**config.mk**
```make
export PLATFORM = sky130hd
export DESIGN_NAME = lbist_tpg_flat
export DESIGN_NICKNAME = d
export VERILOG_FILES = /design/src/rtl/lbist_pkg.sv /design/src/rtl/lbist_tpg_if.sv /design/src/rtl/lbist_lfsr.sv /design/src/rtl/lbist_tpg.sv /design/src/flat_wrapper.sv
export SDC_FILE = /design/constraint.sdc
export NUM_CORES = 1
export LEC_CHECK = 0
export CAP_MARGIN = 40
export CORE_ASPECT_RATIO = 1.1
export CORE_MARGIN = 5
export CORE_UTILIZATION = 35
export CTS_CLUSTER_SIZE = 10
export DETAILED_ROUTE_END_ITERATION = 6
export PLACE_DENSITY_LB_ADDON = 0.3
export SYNTH_ARGS = -nofsm -noshare
export SYNTH_HDL_FRONTEND = slang
export SYNTH_HIERARCHICAL = 1
export SYNTH_SLANG_ARGS = --single-unit
```
**constraint.sdc**
```tcl
create_clock -name clk -period 2.1 [get_ports clk]
set_input_delay 0.525 -clock clk [delete_from_list [all_inputs] [get_ports clk]]
set_output_delay 0.525 -clock clk [all_outputs]
set_load 0.01 [all_outputs]
```
**src/rtl/lbist_pkg.sv**
```systemverilog
// Shared LBIST constants and the pattern-generator state type.
package lbist_pkg;

  localparam int LBIST_W = 8;
  localparam logic [LBIST_W-1:0] LBIST_TAPS = 8'hB8;
  localparam logic [LBIST_W-1:0] LBIST_SEED = 8'h01;

  typedef enum logic [1:0] {
    IDLE,
    RUN,
    DONE
  } state_t;

endpackage

```
**src/rtl/lbist_tpg_if.sv**
```systemverilog
// Pattern bus between lbist_tpg (master) and its controller/buffer (slave).
// Seed-load signals exist only with LBIST_TPG_SEED_LOAD_EN defined.
interface lbist_tpg_if;
  import lbist_pkg::*;

  logic               start;
  logic               hold;
  logic [LBIST_W-1:0] pattern;
  logic               pat_valid;
  logic               busy;
  logic               done;
  logic [7:0]         pat_idx;
`ifdef LBIST_TPG_SEED_LOAD_EN
  logic [LBIST_W-1:0] seed_in;
  logic               seed_ld;

  modport master (
    input  start, hold, seed_in, seed_ld,
    output pattern, pat_valid, busy,
    output done, pat_idx
  );

  modport slave (
    output start, hold, seed_in, seed_ld,
    input  pattern, pat_valid, busy,
    input  done, pat_idx
  );
`else
  modport master (
    input  start, hold,
    output pattern, pat_valid, busy,
    output done, pat_idx
  );

  modport slave (
    output start, hold,
    input  pattern, pat_valid, busy,
    input  done, pat_idx
  );
`endif

endinterface

```
**src/rtl/lbist_lfsr.sv**
```systemverilog
// Fibonacci LFSR with load/advance/hold; shared by the TPG and the MISR.
module lbist_lfsr #(
  parameter int             W       = 8,
  parameter logic [W-1:0]   TAPS    = 8'hB8,
  parameter logic [W-1:0]   RST_VAL = 8'h01
) (
  input  logic         clk,
  input  logic         rst,
  input  logic         load,
  input  logic [W-1:0] load_val,
  input  logic         adv,
  output logic [W-1:0] q
);

  logic fb;

  assign fb = ^(q & TAPS);

  always_ff @(posedge clk or posedge rst) begin
    if (rst) begin
      q <= RST_VAL;
    end else if (load) begin
      q <= load_val;
    end else if (adv) begin
      q <= {q[W-2:0], fb};
    end
  end

endmodule

```
**src/rtl/lbist_tpg.sv**
```systemverilog
// LBIST test-pattern generator: session FSM, pattern counter, LFSR.
// Optional runtime seed load enabled by LBIST_TPG_SEED_LOAD_EN.
module lbist_tpg
  import lbist_pkg::*;
#(
  parameter int               WIDTH = LBIST_W,
  parameter logic [WIDTH-1:0] TAPS  = LBIST_TAPS,
  parameter logic [WIDTH-1:0] SEED  = LBIST_SEED,
  parameter int               NPAT  = 255
) (
  input  logic       clk,
  input  logic       rst,
  lbist_tpg_if.master io
);

  localparam logic [7:0] LAST = 8'(NPAT - 1);

  state_t           state;
  state_t           nxt;
  logic [7:0]       idx;
  logic [WIDTH-1:0] q;
  logic [WIDTH-1:0] seed_nxt;
  logic             last;
  logic             adv;
  logic             load;

`ifdef LBIST_TPG_SEED_LOAD_EN
  logic [WIDTH-1:0] seed_q;
  logic             seed_we;

  assign seed_we = (state == IDLE) && io.seed_ld;

  // Zero seed would lock the LFSR; substitute the all-but-LSB-zero state.
  always_comb begin
    seed_nxt = seed_q;
    if (seed_we) begin
      if (io.seed_in == '0) begin
        seed_nxt = WIDTH'(1);
      end else begin
        seed_nxt = io.seed_in;
      end
    end
  end

  always_ff @(posedge clk or posedge rst) begin
    if (rst) begin
      seed_q <= SEED;
    end else if (seed_we) begin
      seed_q <= seed_nxt;
    end
  end
`else
  assign seed_nxt = SEED;
`endif

  assign last = (idx == LAST);
  assign adv  = (state == RUN) && !io.hold && !last;
  assign load = (state != RUN);

  lbist_lfsr #(
    .W       (WIDTH),
    .TAPS    (TAPS),
    .RST_VAL (SEED)
  ) u_lfsr (
    .clk      (clk),
    .rst      (rst),
    .load     (load),
    .load_val (seed_nxt),
    .adv      (adv),
    .q        (q)
  );

  always_ff @(posedge clk or posedge rst) begin
    if (rst) begin
      state <= IDLE;
    end else begin
      state <= nxt;
    end
  end

  always_comb begin
    nxt = state;
    unique case (state)
      IDLE: if (io.start) nxt = RUN;
      RUN:  if (!io.hold && last) nxt = DONE;
      DONE: nxt = IDLE;
      default: nxt = IDLE;
    endcase
  end

  // Index survives into DONE so it names the last emitted pattern.
  always_ff @(posedge clk or posedge rst) begin
    if (rst) begin
      idx <= '0;
    end else if (state != RUN) begin
      idx <= '0;
    end else if (adv) begin
      idx <= idx + 8'd1;
    end
  end

  assign io.pattern   = q;
  assign io.pat_valid = (state == RUN) && !io.hold;
  assign io.busy      = (state == RUN);
  assign io.done      = (state == DONE);
  assign io.pat_idx   = idx;

endmodule

```
**src/flat_wrapper.sv**
```systemverilog
// flat-port wrapper written by rule: the top's interface ports become plain ports
module lbist_tpg_flat import lbist_pkg::*;
#(
  parameter int               WIDTH = LBIST_W,
  parameter logic [WIDTH-1:0] TAPS  = LBIST_TAPS,
  parameter logic [WIDTH-1:0] SEED  = LBIST_SEED,
  parameter int               NPAT  = 255
)
  (clk, rst, io_start, io_hold, io_pattern, io_pat_valid, io_busy, io_done, io_pat_idx);
  lbist_tpg_if io_i ();
  input  logic clk;
  input  logic rst;
  input wire logic [$bits(io_i.start)-1:0] io_start;
  input wire logic [$bits(io_i.hold)-1:0] io_hold;
  output wire logic [$bits(io_i.pattern)-1:0] io_pattern;
  output wire logic [$bits(io_i.pat_valid)-1:0] io_pat_valid;
  output wire logic [$bits(io_i.busy)-1:0] io_busy;
  output wire logic [$bits(io_i.done)-1:0] io_done;
  output wire logic [$bits(io_i.pat_idx)-1:0] io_pat_idx;
  assign io_i.start = io_start;
  assign io_i.hold = io_hold;
  assign io_pattern = io_i.pattern;
  assign io_pat_valid = io_i.pat_valid;
  assign io_busy = io_i.busy;
  assign io_done = io_i.done;
  assign io_pat_idx = io_i.pat_idx;
  lbist_tpg #(.WIDTH(WIDTH), .TAPS(TAPS), .SEED(SEED), .NPAT(NPAT)) u_core (.clk(clk), .rst(rst), .io(io_i));
endmodule
```
==> flow_summary.yaml, run 1 <==
power_and_ir_drop:
  cellLeakagePower_nw: 0.6125
  power.ir.vdd_worst_v: 0.0006640
  power_density_mw_per_mm2: 1208
  totalPowerFinal_mw: 1.636
min_path:
  worst_hold_path_endpoint: "u_core/state[0]"
  holdCritPathClass: "reg -> reg"
  worst_hold_path.num_cells: 1
  min_from: "u_core/state[1]"
clock_tree:
  worst_setup_hold_path_clk_slew_ps: 110
  cts_htree_levels: 1
  clkSinkCount: 18
  root_buffer_cell: "clkbuf_4"
  source_to_sink_clock_delay_at_the_later_pin_of_the_worst_skew_pair_ps: 290
  max-clock-path-buffers: 2
  numCtsBuffers: 3
  cts_setup_buffers: 0
  ctsResizeCount: 1
  cts_tree: "yes"
  hold_buffers: 0
yosys:
  ys_ff_latch: 18
  postSynth.topFlopCell: "dfrtp_1"
  netlist_instances: 107
  sequential_area_share_after_synthesis_pct: 43.34
  yosysWarnings: 6
  post_synth_instance_area_mm2: 0.001042
  synth_cell_type_count: 36
  asyncSetResetFlopFracSynth_pct: 100.0
  syn-mean-instance-area_um2: 9.741
  synth-edff-count: 0
setup_path:
  destination_of_the_worst_register_to_register_timing_path: "u_core/u_lfsr/q[7]"
  worstSetupStartpointType: "register"
  path_class: "reg -> out"
  r2r_cells: 7
  worstPathRequired_ps: 1570
  crit_arrival_ps: 1400
  crit_path_max_fanout: 4
  endpoint_kind: "output port"
  r2r_start: "u_core/io.pat_idx[1]"
  timing.reg2reg.setup_slack_ps: 280
global_route:
  groute.usage.overall_pct: 12.14
  antenna_violations_before_repair: 0
  grt_max_degree: 22
  grt_pass1_wl_um: 3808
  via_count_of_the_first_global_routing_pass: 823
  grt.overflow.total: 0
timing:
  fin_skew_ps: 10.36
  fin_crit_ps: 1921
  fmaxAchievable_mhz: 520.7
  setup_viol: 0
  report.final.slew_viol_count: 0
  fin_crit_sh_pct: 91.46
  postLayoutSetupSlackWorst_ps: 179.4
  setup_repair_after_global_routing_missed_its_margin: "no"
  timing.final.hold_violations: 0
route:
  drtAntennaViolNets: 0
  first_iter_violations: 39
  wl_met3_um: 123
  route.final.wire_length_um: 2086
  drcViolationCount: 0
  viasPerCell: 4.807
  route.vias.total: 822
  routed-wl-met2_um: 982
  firstDrtPassIters: 3
  drt-wirelength-per-cell_um: 12.20
  wl_met1_um: 963
  top_signal_layer_used: "met4"
die:
  ios: 23
  die_height_um: 67.24
  floorplan_die_width_um: 62.03
  initial_core_util_pct: 37.19
  core-area_mm2: 0.002803
  std_cell_rows: 20
  floorplan.die_area_mm2: 0.004171
placed_design:
  placement.io_buffers: 22
  dpl_worst_slack_ps: -73.77
  gp_congestion: 0.7399
  dp_hpwl_um: 1563
run:
  cap_viol_max_count: 0
finish:
  nets: 145
  drive_above_1_share_pct: 10.87
  n_antenna_cell: 0
  area_growth_pct: 29.89
  mostFrequentLayoutCell: "clkdlybuf4s50_1"
  mostFrequentLayoutCells: "clkdlybuf4s50_1, dfrtp_1, nand2_1"
  n_fill_cell: 282
status:
  status: "complete, no violations"
## cell type report
cell class / count / area, um2 / area share (%)
multi-input cells: 82 / 539.3 / 39.83
flip-flops and latches: 18 / 451.7 / 33.36
repair buffers: 27 / 259.0 / 19.13
well taps: 33 / 41.29 / 3.050
clock buffers: 4 / 36.28 / 2.680
inverters: 7 / 26.28 / 1.941
## sequential cells by signal, summed over array words and instances (netlist names)
name and cells:
u_core/state 2, u_core/u_lfsr/q 8, u_core/io.pat_idx 8
## metrics by stage
stage / utilization, % / area, um2 / hold slack (ps) / setup TNS, ps / cells
2_1_floorplan: - / 1065 / 339.9 / 0 / 113
3_3_place_gp: 46.96 / 1316 / 433.3 / -42.04 / 167
3_5_place_dp: 46.96 / 1316 / 439.7 / -73.77 / 167
4_1_cts: 48.21 / 1351 / 461.3 / 0 / 171
5_1_grt: 48.30 / 1354 / 497.9 / 0 / 171
6_report: 48.30 / 1354 / 456.8 / 0 / 171
## layer usage
layer	GRT usage, %	vias to the layer above
met5	0	-
met4	6.101	0
met3	3.442	2
met2	16.84	14
met1	16.90	386
li1	-	420
## synthesized netlist by cell type (all sizes together) (2+ instances only)
cell / instances / area (um2)
dfrtp: 17 / 425.4
a21oi: 5 / 25.02
xor2: 2 / 17.52
buf: 6 / 47.54
nand2b: 4 / 25.02
mux2i: 12 / 120.1
nor2b: 3 / 18.77
a311oi: 2 / 23.77
ha: 2 / 25.02
a21boi: 2 / 15.01
conb: 2 / 7.510
o21ai: 10 / 53.80
inv: 7 / 26.28
nand2: 15 / 56.30
and2: 2 / 15.02
nor2: 2 / 7.510
## kinds of logic (layout without fill, tap and decap cells)
kind of cell | Yosys count | after routing | share of synthesized area (%)
and+or+nand+nor | 35 | 35 | 18.13
AOI/OAI and AO/OA | 22 | 22 | 14.28
other | 2 | 8 | 0.7206
adders and majority gates | 2 | 2 | 2.401
muxes | 12 | 12 | 11.53
buffers and inverters | 13 | 38 | 7.083
xor gates and xnor gates | 3 | 3 | 2.521
DFF | 18 | 18 | 43.34
## power by group
| part | internal, mW | switching, mW | leakage, nW |
|---|---|---|---|
| Sequential | 0.498 | 0.158 | 0.218 |
| Clock | 0.105 | 0.109 | 0.0210 |
| Combinational | 0.448 | 0.317 | 0.374 |
| Total | 1.05 | 0.584 | 0.612 |
## worst max-delay path by stage
stage / start / to / slack [ps] / cells past startpoint
final: u_core/state[0] / io_done / 180 / 2
after global placement: io_hold / io_pat_valid / -40 / 3
after detailed placement: io_hold / io_pat_valid / -70 / 3
after global routing: u_core/state[0] / io_done / 90 / 2
after floorplan: u_core/io.pat_idx[0] / u_core/u_lfsr/q[5] / 250 / 9
after CTS: u_core/state[1] / io_busy / 10 / 3
## worst max-delay path, cell delays in order, from the launching register on
cell             delay (ps)
dfrtp_1                 430
nor2b_1                 130
clkdlybuf4s50_1         540
Power figures use the tool's default switching activity.
==> run 2, diff against run 1 <==
--- a/config.mk
+++ b/config.mk
@@ -12,6 +12,7 @@
 export CTS_CLUSTER_SIZE = 10
 export DETAILED_ROUTE_END_ITERATION = 6
 export PLACE_DENSITY_LB_ADDON = 0.3
+export SKIP_CTS_REPAIR_TIMING = 1
 export SYNTH_ARGS = -nofsm -noshare
 export SYNTH_HDL_FRONTEND = slang
 export SYNTH_HIERARCHICAL = 1
==> run 2 against run 1 <==
Final area up 0.28%. Sequential share of layout area down 0.092 points. Global-route usage unchanged. Cell count unchanged. First-iteration DRC count unchanged. Register-to-register slack about the same. Critical path type unchanged. Largest power group unchanged.
==> flow_summary.yaml, run 2 (same netlist as run 1, synthesis figures left out) <==
setup_path:
  crit_arrival_ps: 1400
  crit_path_max_fanout: 4
  path_cells: "nor2b_1 -> clkdlybuf4s50_1"
  path_class: "reg -> out"
  max_stage_delay_ps: 540
  slowest_library_cell_on_the_worst_path: "clkdlybuf4s50_1"
  endpoint_kind: "output port"
  worstPathRequired_ps: 1570
  worstSetupStartpointType: "register"
timing:
  hold-worst-slack_ps: 456.9
  fin_tns_setup_ps: 0
  fmaxAchievable_mhz: 520.4
  fin_crit_sh_pct: 91.50
  fin_crit_ps: 1921
  report.final.slew_viol_count: 0
  fin_skew_ps: 10.94
  timing.final.hold_violations: 0
  setup_viol: 0
  postLayoutSetupSlackWorst_ps: 178.5
  setup_repair_after_global_routing_missed_its_margin: "no"
power_and_ir_drop:
  switchingPower_mw: 0.5848
  totalPowerFinal_mw: 1.637
  power.ir.vdd_worst_v: 0.0006640
  clock_power_share_pct: 13.1
  combinational_power_share_pct: 46.8
  power_switching_share_pct: 35.72
  cellLeakagePower_nw: 0.6203
  power.internal_mw: 1.052
  p_seq_share_pct: 40.1
  power_density_mw_per_mm2: 1206
clock_tree:
  source_to_sink_clock_delay_at_the_later_pin_of_the_worst_skew_pair_ps: 290
  max-clock-path-buffers: 2
  cts_htree_levels: 1
  worst_setup_hold_path_clk_slew_ps: 110
  numCtsBuffers: 3
  clkSinkCount: 18
  cts_tree: "yes"
  root_buffer_cell: "clkbuf_4"
die:
  ios: 23
  die_height_um: 67.24
  floorplan.die_area_mm2: 0.004171
  core-area_mm2: 0.002803
  floorplan_die_width_um: 62.03
  initial_core_util_pct: 37.19
  std_cell_rows: 20
route:
  route.vias.total: 822
  drtAntennaViolNets: 0
  viasPerCell: 4.807
  firstDrtPassIters: 4
  drcViolationCount: 0
  first_iter_violations: 39
  drt-wirelength-per-cell_um: 12.22
  route.final.wire_length_um: 2090
placed_design:
  gp_congestion: 0.7399
  dpl_worst_slack_ps: -73.77
  placement.io_buffers: 22
  dp_hpwl_um: 1563
min_path:
  holdCritPathClass: "reg -> reg"
finish:
  n_fill_cell: 281
  nets: 145
  area_of_the_multi_input_gates_um2: 539.3
  mostFrequentLayoutCell: "clkdlybuf4s50_1"
  drive_above_1_share_pct: 10.87
  n_antenna_cell: 0
  ff_latch_area_um2: 451.7
  area_growth_pct: 30.25
  mostFrequentLayoutCells: "clkdlybuf4s50_1, dfrtp_1, nand2_1"
run:
  cap_viol_max_count: 0
global_route:
  grt_max_degree: 22
  via_count_of_the_first_global_routing_pass: 823
  groute.usage.overall_pct: 12.14
  grt_pass1_wl_um: 3808
  antenna_violations_before_repair: 0
  grt.overflow.total: 0
status:
  status: "complete, no violations"
-- run 2: cell types whose count changed in the layout (fill, tap and decap cells not counted) --
cell            delta
dlygate4sd2_1      -1
dlymetal6s2s_1     +1
-- run 2: worst paths after layout --
path	start	end	slack, ps	cells after the start
setup / recovery	u_core/state[0]	io_done	180	2
hold / removal	u_core/state[1]	u_core/state[0]	460	1
setup reg to reg	u_core/io.pat_idx[1]	u_core/u_lfsr/q[7]	280	7
hold reg to reg	u_core/state[1]	u_core/state[0]	460	1
max in group asynchronous	rst	u_core/io.pat_idx[3]	1260	2
min in group asynchronous	rst	u_core/u_lfsr/q[2]	490	2
-- run 2: critical path: cells and delay by family (launching register included) --
kind / cells / cell delay, ps
buffers and inverters: 1 / 540
DFF: 1 / 430
and+or+nand+nor: 1 / 130
-- run 2: metrics by stage --
stage | cell area [um2] | util (%) | cells
after detailed placement | 1316 | 46.96 | 167
after global routing | 1358 | 48.44 | 171
after floorplan | 1065 | - | 113
final | 1358 | 48.44 | 171
after global placement | 1316 | 46.96 | 167
after CTS | 1353 | 48.26 | 171
-- run 2: layout make-up --
cell class / instances / share of cell area, %
flip-flops and latches: 18 / 33.27
well taps: 33 / 3.041
inverters: 7 / 1.935
multi-input cells: 82 / 39.72
repair buffers: 27 / 19.35
clock buffers: 4 / 2.673
-- run 2: per-layer routing --
| layer | GRT usage (%) | wire, um | vias up |
|---|---|---|---|
| met1 | 16.90 | 965 | 386 |
| li1 | - | - | 420 |
| met5 | 0 | 0 | - |
| met3 | 3.442 | 123 | 2 |
| met2 | 16.84 | 983 | 14 |
| met4 | 6.101 | 17 | 0 |
-- run 2: power by group through the flow --
stage          combinational [mW]  sequential, mW  clock (mW)
2_1_floorplan               0.335           0.709           0
6_report                    0.766           0.656       0.215
3_3_place_gp                0.762           0.656           0
4_1_cts                     0.778           0.660       0.219
3_5_place_dp                0.777           0.661           0
5_1_grt                     0.857           0.691       0.243
==> run 3, diff against run 2 <==
--- a/config.mk
+++ b/config.mk
@@ -9,8 +9,9 @@
 export CORE_ASPECT_RATIO = 1.1
 export CORE_MARGIN = 5
 export CORE_UTILIZATION = 35
-export CTS_CLUSTER_SIZE = 10
+export CTS_CLUSTER_SIZE = 28
 export DETAILED_ROUTE_END_ITERATION = 6
+export HOLD_SLACK_MARGIN = 0.15
 export PLACE_DENSITY_LB_ADDON = 0.3
 export SKIP_CTS_REPAIR_TIMING = 1
 export SYNTH_ARGS = -nofsm -noshare
==> results of run 3 <==
Final layout, timing and power as in run 2 (identical DEF).
